<file path="config.mk">
export PLATFORM = sky130hd
export DESIGN_NAME = dmem_port_arbiter_flat
export DESIGN_NICKNAME = d
export VERILOG_FILES = /design/src/rtl/dmem_port_arbiter_if.sv /design/src/rtl/dmem_port_arbiter.sv /design/src/flat_wrapper.sv
export SDC_FILE = /design/constraint.sdc
export NUM_CORES = 1
export LEC_CHECK = 0
export BUFFER_PORTS_ARGS = -buffer_cell sky130_fd_sc_hd__buf_2
export CAP_MARGIN = 40
export CORE_UTILIZATION = 46
export CTS_CLUSTER_DIAMETER = 40
export CTS_CLUSTER_SIZE = 14
export DETAILED_ROUTE_END_ITERATION = 7
export GPL_TIMING_DRIVEN = 0
export PLACE_DENSITY_LB_ADDON = 0.15
export SYNTH_ARGS = -nofsm -noshare
export SYNTH_HDL_FRONTEND = slang
export SYNTH_SLANG_ARGS = --single-unit
</file>
<file path="constraint.sdc">
create_clock -name clk -period 4.4 [get_ports clk]
set_clock_uncertainty 0.2 [all_clocks]
set_input_delay 0.44 -clock clk [delete_from_list [all_inputs] [get_ports clk]]
set_output_delay 0.44 -clock clk [all_outputs]
set_load 0.005 [all_outputs]
</file>
<file path="src/rtl/dmem_port_arbiter_if.sv">
// Bus bundle between the data-port arbiter, its two requesters and RAM port 1.
// slave  : the arbiter's view (requests and mem_q in; grants, read data and RAM controls out).
// master : the environment's view (requesters plus the RAM model).
interface dmem_port_arbiter_if #(
    parameter int DWIDTH = 32,
    parameter int AWIDTH = 12
);
    logic              m0_req;
    logic              m0_we;
    logic [AWIDTH-1:0] m0_addr;
    logic [DWIDTH-1:0] m0_wdata;
    logic              m0_gnt;
    logic              m0_rvalid;
    logic [DWIDTH-1:0] m0_rdata;

    logic              m1_req;
    logic              m1_we;
    logic [AWIDTH-1:0] m1_addr;
    logic [DWIDTH-1:0] m1_wdata;
    logic              m1_gnt;
    logic              m1_rvalid;
    logic [DWIDTH-1:0] m1_rdata;

    logic [AWIDTH-1:0] mem_addr;
    logic              mem_we;
    logic [DWIDTH-1:0] mem_d;
    logic [DWIDTH-1:0] mem_q;
    logic              busy;

    modport slave (
        input  m0_req, m0_we, m0_addr, m0_wdata,
        input  m1_req, m1_we, m1_addr, m1_wdata,
        input  mem_q,
        output m0_gnt, m0_rvalid, m0_rdata,
        output m1_gnt, m1_rvalid, m1_rdata,
        output mem_addr, mem_we, mem_d, busy
    );

    modport master (
        output m0_req, m0_we, m0_addr, m0_wdata,
        output m1_req, m1_we, m1_addr, m1_wdata,
        output mem_q,
        input  m0_gnt, m0_rvalid, m0_rdata,
        input  m1_gnt, m1_rvalid, m1_rdata,
        input  mem_addr, mem_we, mem_d, busy
    );
endinterface

</file>
<file path="src/rtl/dmem_port_arbiter.sv">
// dmem_port_arbiter: shares RAM data port 1 between the load/store unit (m0)
// and the loader/debug master (m1). Two-state FSM: IDLE picks a winner and
// latches its command, ACCESS drives the RAM for exactly one cycle and
// captures read data at its closing edge.
// Build option: define DMEM_ARB_RR_EN for round-robin tie breaking;
// otherwise m0 always wins a tie (fixed priority).
module dmem_port_arbiter #(
    parameter int DWIDTH = 32,
    parameter int AWIDTH = 12
) (
    input  logic                 clk,
    input  logic                 rst,
    dmem_port_arbiter_if.slave   bus
);

    localparam logic [0:0] ST_IDLE   = 1'b0;
    localparam logic [0:0] ST_ACCESS = 1'b1;

    logic [0:0]        state_q,     state_d;
    logic              cmd_we_q,    cmd_we_d;
    logic [AWIDTH-1:0] cmd_addr_q,  cmd_addr_d;
    logic [DWIDTH-1:0] cmd_wdata_q, cmd_wdata_d;
    logic              cmd_src_q,   cmd_src_d;
    logic              last_gnt_q,  last_gnt_d;
    logic              m0_gnt_q,    m0_gnt_d;
    logic              m1_gnt_q,    m1_gnt_d;
    logic              m0_rvalid_q, m0_rvalid_d;
    logic              m1_rvalid_q, m1_rvalid_d;
    logic [DWIDTH-1:0] m0_rdata_q,  m0_rdata_d;
    logic [DWIDTH-1:0] m1_rdata_q,  m1_rdata_d;
    logic              win_s;

    // Pick the requester to serve this cycle (only meaningful when some req is high)
    always_comb begin
`ifdef DMEM_ARB_RR_EN
        if (bus.m0_req && bus.m1_req) begin
            win_s = ~last_gnt_q;
        end else if (bus.m0_req) begin
            win_s = 1'b0;
        end else begin
            win_s = 1'b1;
        end
`else
        if (bus.m0_req) begin
            win_s = 1'b0;
        end else begin
            win_s = 1'b1;
        end
`endif
    end

    // Next-state logic: grant and latch in IDLE, perform the RAM cycle in ACCESS
    always_comb begin
        state_d     = state_q;
        cmd_we_d    = cmd_we_q;
        cmd_addr_d  = cmd_addr_q;
        cmd_wdata_d = cmd_wdata_q;
        cmd_src_d   = cmd_src_q;
        last_gnt_d  = last_gnt_q;
        m0_gnt_d    = 1'b0;
        m1_gnt_d    = 1'b0;
        m0_rvalid_d = 1'b0;
        m1_rvalid_d = 1'b0;
        m0_rdata_d  = m0_rdata_q;
        m1_rdata_d  = m1_rdata_q;
        case (state_q)
            ST_IDLE: begin
                if (bus.m0_req || bus.m1_req) begin
                    state_d    = ST_ACCESS;
                    cmd_src_d  = win_s;
                    last_gnt_d = win_s;
                    if (win_s == 1'b0) begin
                        cmd_we_d    = bus.m0_we;
                        cmd_addr_d  = bus.m0_addr;
                        cmd_wdata_d = bus.m0_wdata;
                        m0_gnt_d    = 1'b1;
                    end else begin
                        cmd_we_d    = bus.m1_we;
                        cmd_addr_d  = bus.m1_addr;
                        cmd_wdata_d = bus.m1_wdata;
                        m1_gnt_d    = 1'b1;
                    end
                end else begin
                    state_d = ST_IDLE;
                end
            end
            ST_ACCESS: begin
                // Requests are ignored here; the RAM read data is sampled at the closing edge.
                state_d = ST_IDLE;
                if (!cmd_we_q) begin
                    if (cmd_src_q == 1'b0) begin
                        m0_rvalid_d = 1'b1;
                        m0_rdata_d  = bus.mem_q;
                    end else begin
                        m1_rvalid_d = 1'b1;
                        m1_rdata_d  = bus.mem_q;
                    end
                end else begin
                    m0_rvalid_d = 1'b0;
                    m1_rvalid_d = 1'b0;
                end
            end
            default: begin
                state_d = ST_IDLE;
            end
        endcase
    end

    // State and command registers; last_gnt resets to m1 so m0 wins the first tie
    always_ff @(posedge clk or posedge rst) begin
        if (rst) begin
            state_q     <= ST_IDLE;
            cmd_we_q    <= 1'b0;
            cmd_addr_q  <= {AWIDTH{1'b0}};
            cmd_wdata_q <= {DWIDTH{1'b0}};
            cmd_src_q   <= 1'b0;
            last_gnt_q  <= 1'b1;
            m0_gnt_q    <= 1'b0;
            m1_gnt_q    <= 1'b0;
            m0_rvalid_q <= 1'b0;
            m1_rvalid_q <= 1'b0;
            m0_rdata_q  <= {DWIDTH{1'b0}};
            m1_rdata_q  <= {DWIDTH{1'b0}};
        end else begin
            state_q     <= state_d;
            cmd_we_q    <= cmd_we_d;
            cmd_addr_q  <= cmd_addr_d;
            cmd_wdata_q <= cmd_wdata_d;
            cmd_src_q   <= cmd_src_d;
            last_gnt_q  <= last_gnt_d;
            m0_gnt_q    <= m0_gnt_d;
            m1_gnt_q    <= m1_gnt_d;
            m0_rvalid_q <= m0_rvalid_d;
            m1_rvalid_q <= m1_rvalid_d;
            m0_rdata_q  <= m0_rdata_d;
            m1_rdata_q  <= m1_rdata_d;
        end
    end

    // Outputs come straight from flops; mem_we is gated by the ACCESS state so a
    // reset inside ACCESS removes the write strobe before the closing edge.
    assign bus.m0_gnt    = m0_gnt_q;
    assign bus.m1_gnt    = m1_gnt_q;
    assign bus.m0_rvalid = m0_rvalid_q;
    assign bus.m1_rvalid = m1_rvalid_q;
    assign bus.m0_rdata  = m0_rdata_q;
    assign bus.m1_rdata  = m1_rdata_q;
    assign bus.mem_addr  = cmd_addr_q;
    assign bus.mem_d     = cmd_wdata_q;
    assign bus.mem_we    = (state_q == ST_ACCESS) && cmd_we_q;
    assign bus.busy      = (state_q == ST_ACCESS);

endmodule

</file>
<file path="src/flat_wrapper.sv">
// flat-port wrapper written by rule: the top's interface ports become plain ports
module dmem_port_arbiter_flat 
#(
    parameter int DWIDTH = 32,
    parameter int AWIDTH = 12
)
  (clk, rst, bus_m0_req, bus_m0_we, bus_m0_addr, bus_m0_wdata, bus_m1_req, bus_m1_we, bus_m1_addr, bus_m1_wdata, bus_mem_q, bus_m0_gnt, bus_m0_rvalid, bus_m0_rdata, bus_m1_gnt, bus_m1_rvalid, bus_m1_rdata, bus_mem_addr, bus_mem_we, bus_mem_d, bus_busy);
  dmem_port_arbiter_if #(.DWIDTH(DWIDTH), .AWIDTH(AWIDTH)) bus_i ();
  input  logic clk;
  input  logic rst;
  input wire logic [$bits(bus_i.m0_req)-1:0] bus_m0_req;
  input wire logic [$bits(bus_i.m0_we)-1:0] bus_m0_we;
  input wire logic [$bits(bus_i.m0_addr)-1:0] bus_m0_addr;
  input wire logic [$bits(bus_i.m0_wdata)-1:0] bus_m0_wdata;
  input wire logic [$bits(bus_i.m1_req)-1:0] bus_m1_req;
  input wire logic [$bits(bus_i.m1_we)-1:0] bus_m1_we;
  input wire logic [$bits(bus_i.m1_addr)-1:0] bus_m1_addr;
  input wire logic [$bits(bus_i.m1_wdata)-1:0] bus_m1_wdata;
  input wire logic [$bits(bus_i.mem_q)-1:0] bus_mem_q;
  output wire logic [$bits(bus_i.m0_gnt)-1:0] bus_m0_gnt;
  output wire logic [$bits(bus_i.m0_rvalid)-1:0] bus_m0_rvalid;
  output wire logic [$bits(bus_i.m0_rdata)-1:0] bus_m0_rdata;
  output wire logic [$bits(bus_i.m1_gnt)-1:0] bus_m1_gnt;
  output wire logic [$bits(bus_i.m1_rvalid)-1:0] bus_m1_rvalid;
  output wire logic [$bits(bus_i.m1_rdata)-1:0] bus_m1_rdata;
  output wire logic [$bits(bus_i.mem_addr)-1:0] bus_mem_addr;
  output wire logic [$bits(bus_i.mem_we)-1:0] bus_mem_we;
  output wire logic [$bits(bus_i.mem_d)-1:0] bus_mem_d;
  output wire logic [$bits(bus_i.busy)-1:0] bus_busy;
  assign bus_i.m0_req = bus_m0_req;
  assign bus_i.m0_we = bus_m0_we;
  assign bus_i.m0_addr = bus_m0_addr;
  assign bus_i.m0_wdata = bus_m0_wdata;
  assign bus_i.m1_req = bus_m1_req;
  assign bus_i.m1_we = bus_m1_we;
  assign bus_i.m1_addr = bus_m1_addr;
  assign bus_i.m1_wdata = bus_m1_wdata;
  assign bus_i.mem_q = bus_mem_q;
  assign bus_m0_gnt = bus_i.m0_gnt;
  assign bus_m0_rvalid = bus_i.m0_rvalid;
  assign bus_m0_rdata = bus_i.m0_rdata;
  assign bus_m1_gnt = bus_i.m1_gnt;
  assign bus_m1_rvalid = bus_i.m1_rvalid;
  assign bus_m1_rdata = bus_i.m1_rdata;
  assign bus_mem_addr = bus_i.mem_addr;
  assign bus_mem_we = bus_i.mem_we;
  assign bus_mem_d = bus_i.mem_d;
  assign bus_busy = bus_i.busy;
  dmem_port_arbiter #(.DWIDTH(DWIDTH), .AWIDTH(AWIDTH)) u_core (.clk(clk), .rst(rst), .bus(bus_i));
endmodule
</file>
==> flow_metrics.tcl <==
set metrics [dict create \
    critical_path_class "reg2out" \
    start_util 0.480 \
    drt-vias-per-instance 5.32 \
    final_common_cell "buf_2" \
    design_area_um2 7270 \
    die_x_um 104 \
    setup_viol 0 \
    avgSynthCellArea_um2 13.0 \
    overflow 0 \
    drt-total-wl_um 14700 \
    cts_hold_buf 51 \
    clockBufferDepth 2 \
    ys_types 20 \
    dieArea_um2 10800 \
    drtIter0Drc 234 \
    critPathBufInv 2 \
    area_growth_pct 52.8 \
    period_share 0.534 \
    cp_cell_sequence "clkbuf_1 > and2_1 > buf_2" \
    place.port_buffers 238 \
    drc 0 \
    grt_pass1_wl_um 23600 \
    start_kind "flop" \
    cts_buffers 17 \
    cts-root-buf "clkbuf_8" \
    drtAntennaViolNets 0 \
    antenna_found_initial 0 \
    placed_area_um2 6150 \
    slowest_delay_ns 0.49 \
    h-tree-depth 4 \
    syn_area_um2 4760 \
    yosysSeqAreaShare 0.605 \
    fp.dieH_um 104 \
    syn_inst 366 \
    hp-class "in2reg" \
    powerDensity_nw_per_um2 592 \
    clk_pin_slew_ns 0.06 \
    critPathTopFamily "buffers and inverters" \
    vias 4367 \
    p_leak_nw 3.52 \
    place_inst 738 \
    tritoncts "yes" \
    max_freq_mhz 426 \
    grt_max_degree 66 \
    worstSetupEndpointType "output port" \
    cap_viol_max_count 0 \
    wl_per_cell_um 17.9 \
    post_cts_buffers 0 \
    gp_congestion 0.822 \
    period_minus_slack_ns 2.35 \
    rsz0062_at_grt "false" \
    drt_first_pass_iters 4 \
    report.final.hold_viol_count 0 \
    io_pins 240 \
    core-area_um2 9910 \
    ir_drop_uv 291 \
    cp.required_ns 3.76 \
    maxSlewViolCount 0 \
    drive_gt1_frac 0.522 \
    cts_repair_resize_count 0 \
    stdcell_count 821 \
    syn-num-nets 492 \
    final_cell_mix "buf_2 (251), dfrtp_1 (115), o22ai_1 (59)" \
    slew_headroom 0.448 \
    rows 36 \
    synth_seq_cells 115 \
    grt_pass1_vias 4643 \
    fin_nets 801 \
    status "finished, final reports clean" \
    clock_sinks 115 \
    worstSkewPairLatency_ns 0.51 \
    worst_slew_pin_slew_ns 0.829 \
    yosysWarnings 0 \
    track_usage 0.284 \
    critPathArrivalTime_ns 1.71 \
    dp_hpwl_um 9950 \
    crit_path_max_fanout 10 \
    num_antenna_cells 0 \
    critPathSlowestCell "dfrtp_1" \
]
[per-layer routing]
layer | global-route usage | up-vias | routed length, µm
met5 | 0 | - | 0
met4 | 0.122 | 0 | 387
met3 | 0.0755 | 34 | 903
met2 | 0.493 | 214 | 7610
met1 | 0.330 | 2135 | 5770
li1 | - | 1984 | -
[final cells by class]
| cell class | count | area [µm²] |
|---|---|---|
| sequential | 115 | 2880 |
| fill | 739 | 2640 |
| timing repair buffer | 290 | 1730 |
| multi-input combinational | 214 | 1700 |
| clock buffer | 19 | 432 |
| clock inverter | 13 | 184 |
| tap | 133 | 166 |
| buffer | 31 | 163 |
| inverter | 6 | 25.0 |
[synth_stat cells (all sizes together)]
library cell | count | area (µm²)
buf | 18 | 114
nor2 | 13 | 51.3
a21oi | 31 | 155
clkbuf | 13 | 48.8
nand3b | 5 | 37.5
inv | 6 | 22.5
o22ai | 59 | 369
and2 | 1 | 6.26
mux2 | 64 | 830
nor3 | 30 | 150
nand2b | 3 | 18.8
o21ba | 1 | 10.0
dfrtp | 115 | 2880
o21ai | 1 | 5.00
o221a | 5 | 56.3
or2 | 1 | 6.26
[cells by family (layout without fill, tap and decap cells)]
kind of cell | count (synthesis) | in the layout | synth area share
buf+inv | 37 | 359 | 0.0389
compound gates | 97 | 97 | 0.125
flops | 115 | 115 | 0.605
mux | 64 | 64 | 0.174
simple gates | 53 | 53 | 0.0568
[power by group]
part	switching, mW	internal [mW]	total, mW
clock network	0.481	0.932	1.41
registers	0.237	1.45	1.68
logic	0.490	0.721	1.21
total	1.21	3.10	4.31
[worst reg2reg max path, stage by stage (launching register included)]
cell and delay [ns]:
dfrtp_1 0.47, inv_1 0.10, buf_2 0.23, clkbuf_1 0.49, o22ai_1 0.21, a21oi_1 0.16
[through the flow]
step           hold slack [ns]  TNS (ns)  setup WS, ns  power, mW   util
2_1_floorplan            0.304         0         0.716       2.25      -
3_3_place_gp             0.284    -64.65        -0.566       2.79  0.617
3_5_place_dp             0.289         0          2.47       2.85  0.620
4_1_cts                0.00102         0          2.05       4.32  0.734
5_1_grt               0.000379         0          1.94       4.53  0.734
6_report                0.0178         0          2.05       4.31  0.734
[final timing paths]
path	start	end	slack [ns]	depth (start not counted)
worst max-delay path	u_core.bus.busy	bus_mem_we	2.05	3
worst min-delay path	bus_m0_wdata[13]	u_core.bus.mem_d[13]	0.02	3
worst max register to register	u_core.bus.busy	u_core.bus.mem_addr[7]	2.46	5
worst min register to register	u_core.bus.m0_rdata[15]	u_core.bus.m0_rdata[15]	0.30	1
max in group asynchronous	rst	u_core.bus.m0_rdata[5]	2.78	4
min in group asynchronous	rst	u_core.bus.m1_rdata[14]	0.46	3
[flip-flops by register name, indices dropped and copies added (netlist names)]
name / count
u_core.bus.busy: 1
u_core.bus.m1_rdata: 32
u_core.bus.mem_addr: 12
u_core.bus.mem_d: 32
u_core.bus.m1_gnt: 1
u_core.bus.m1_rvalid: 1
u_core.bus.m0_rvalid: 1
u_core.cmd_we_q: 1
u_core.bus.m0_gnt: 1
u_core.bus.m0_rdata: 32
u_core.cmd_src_q: 1
Note: power is estimated with default switching activity, not from simulation.
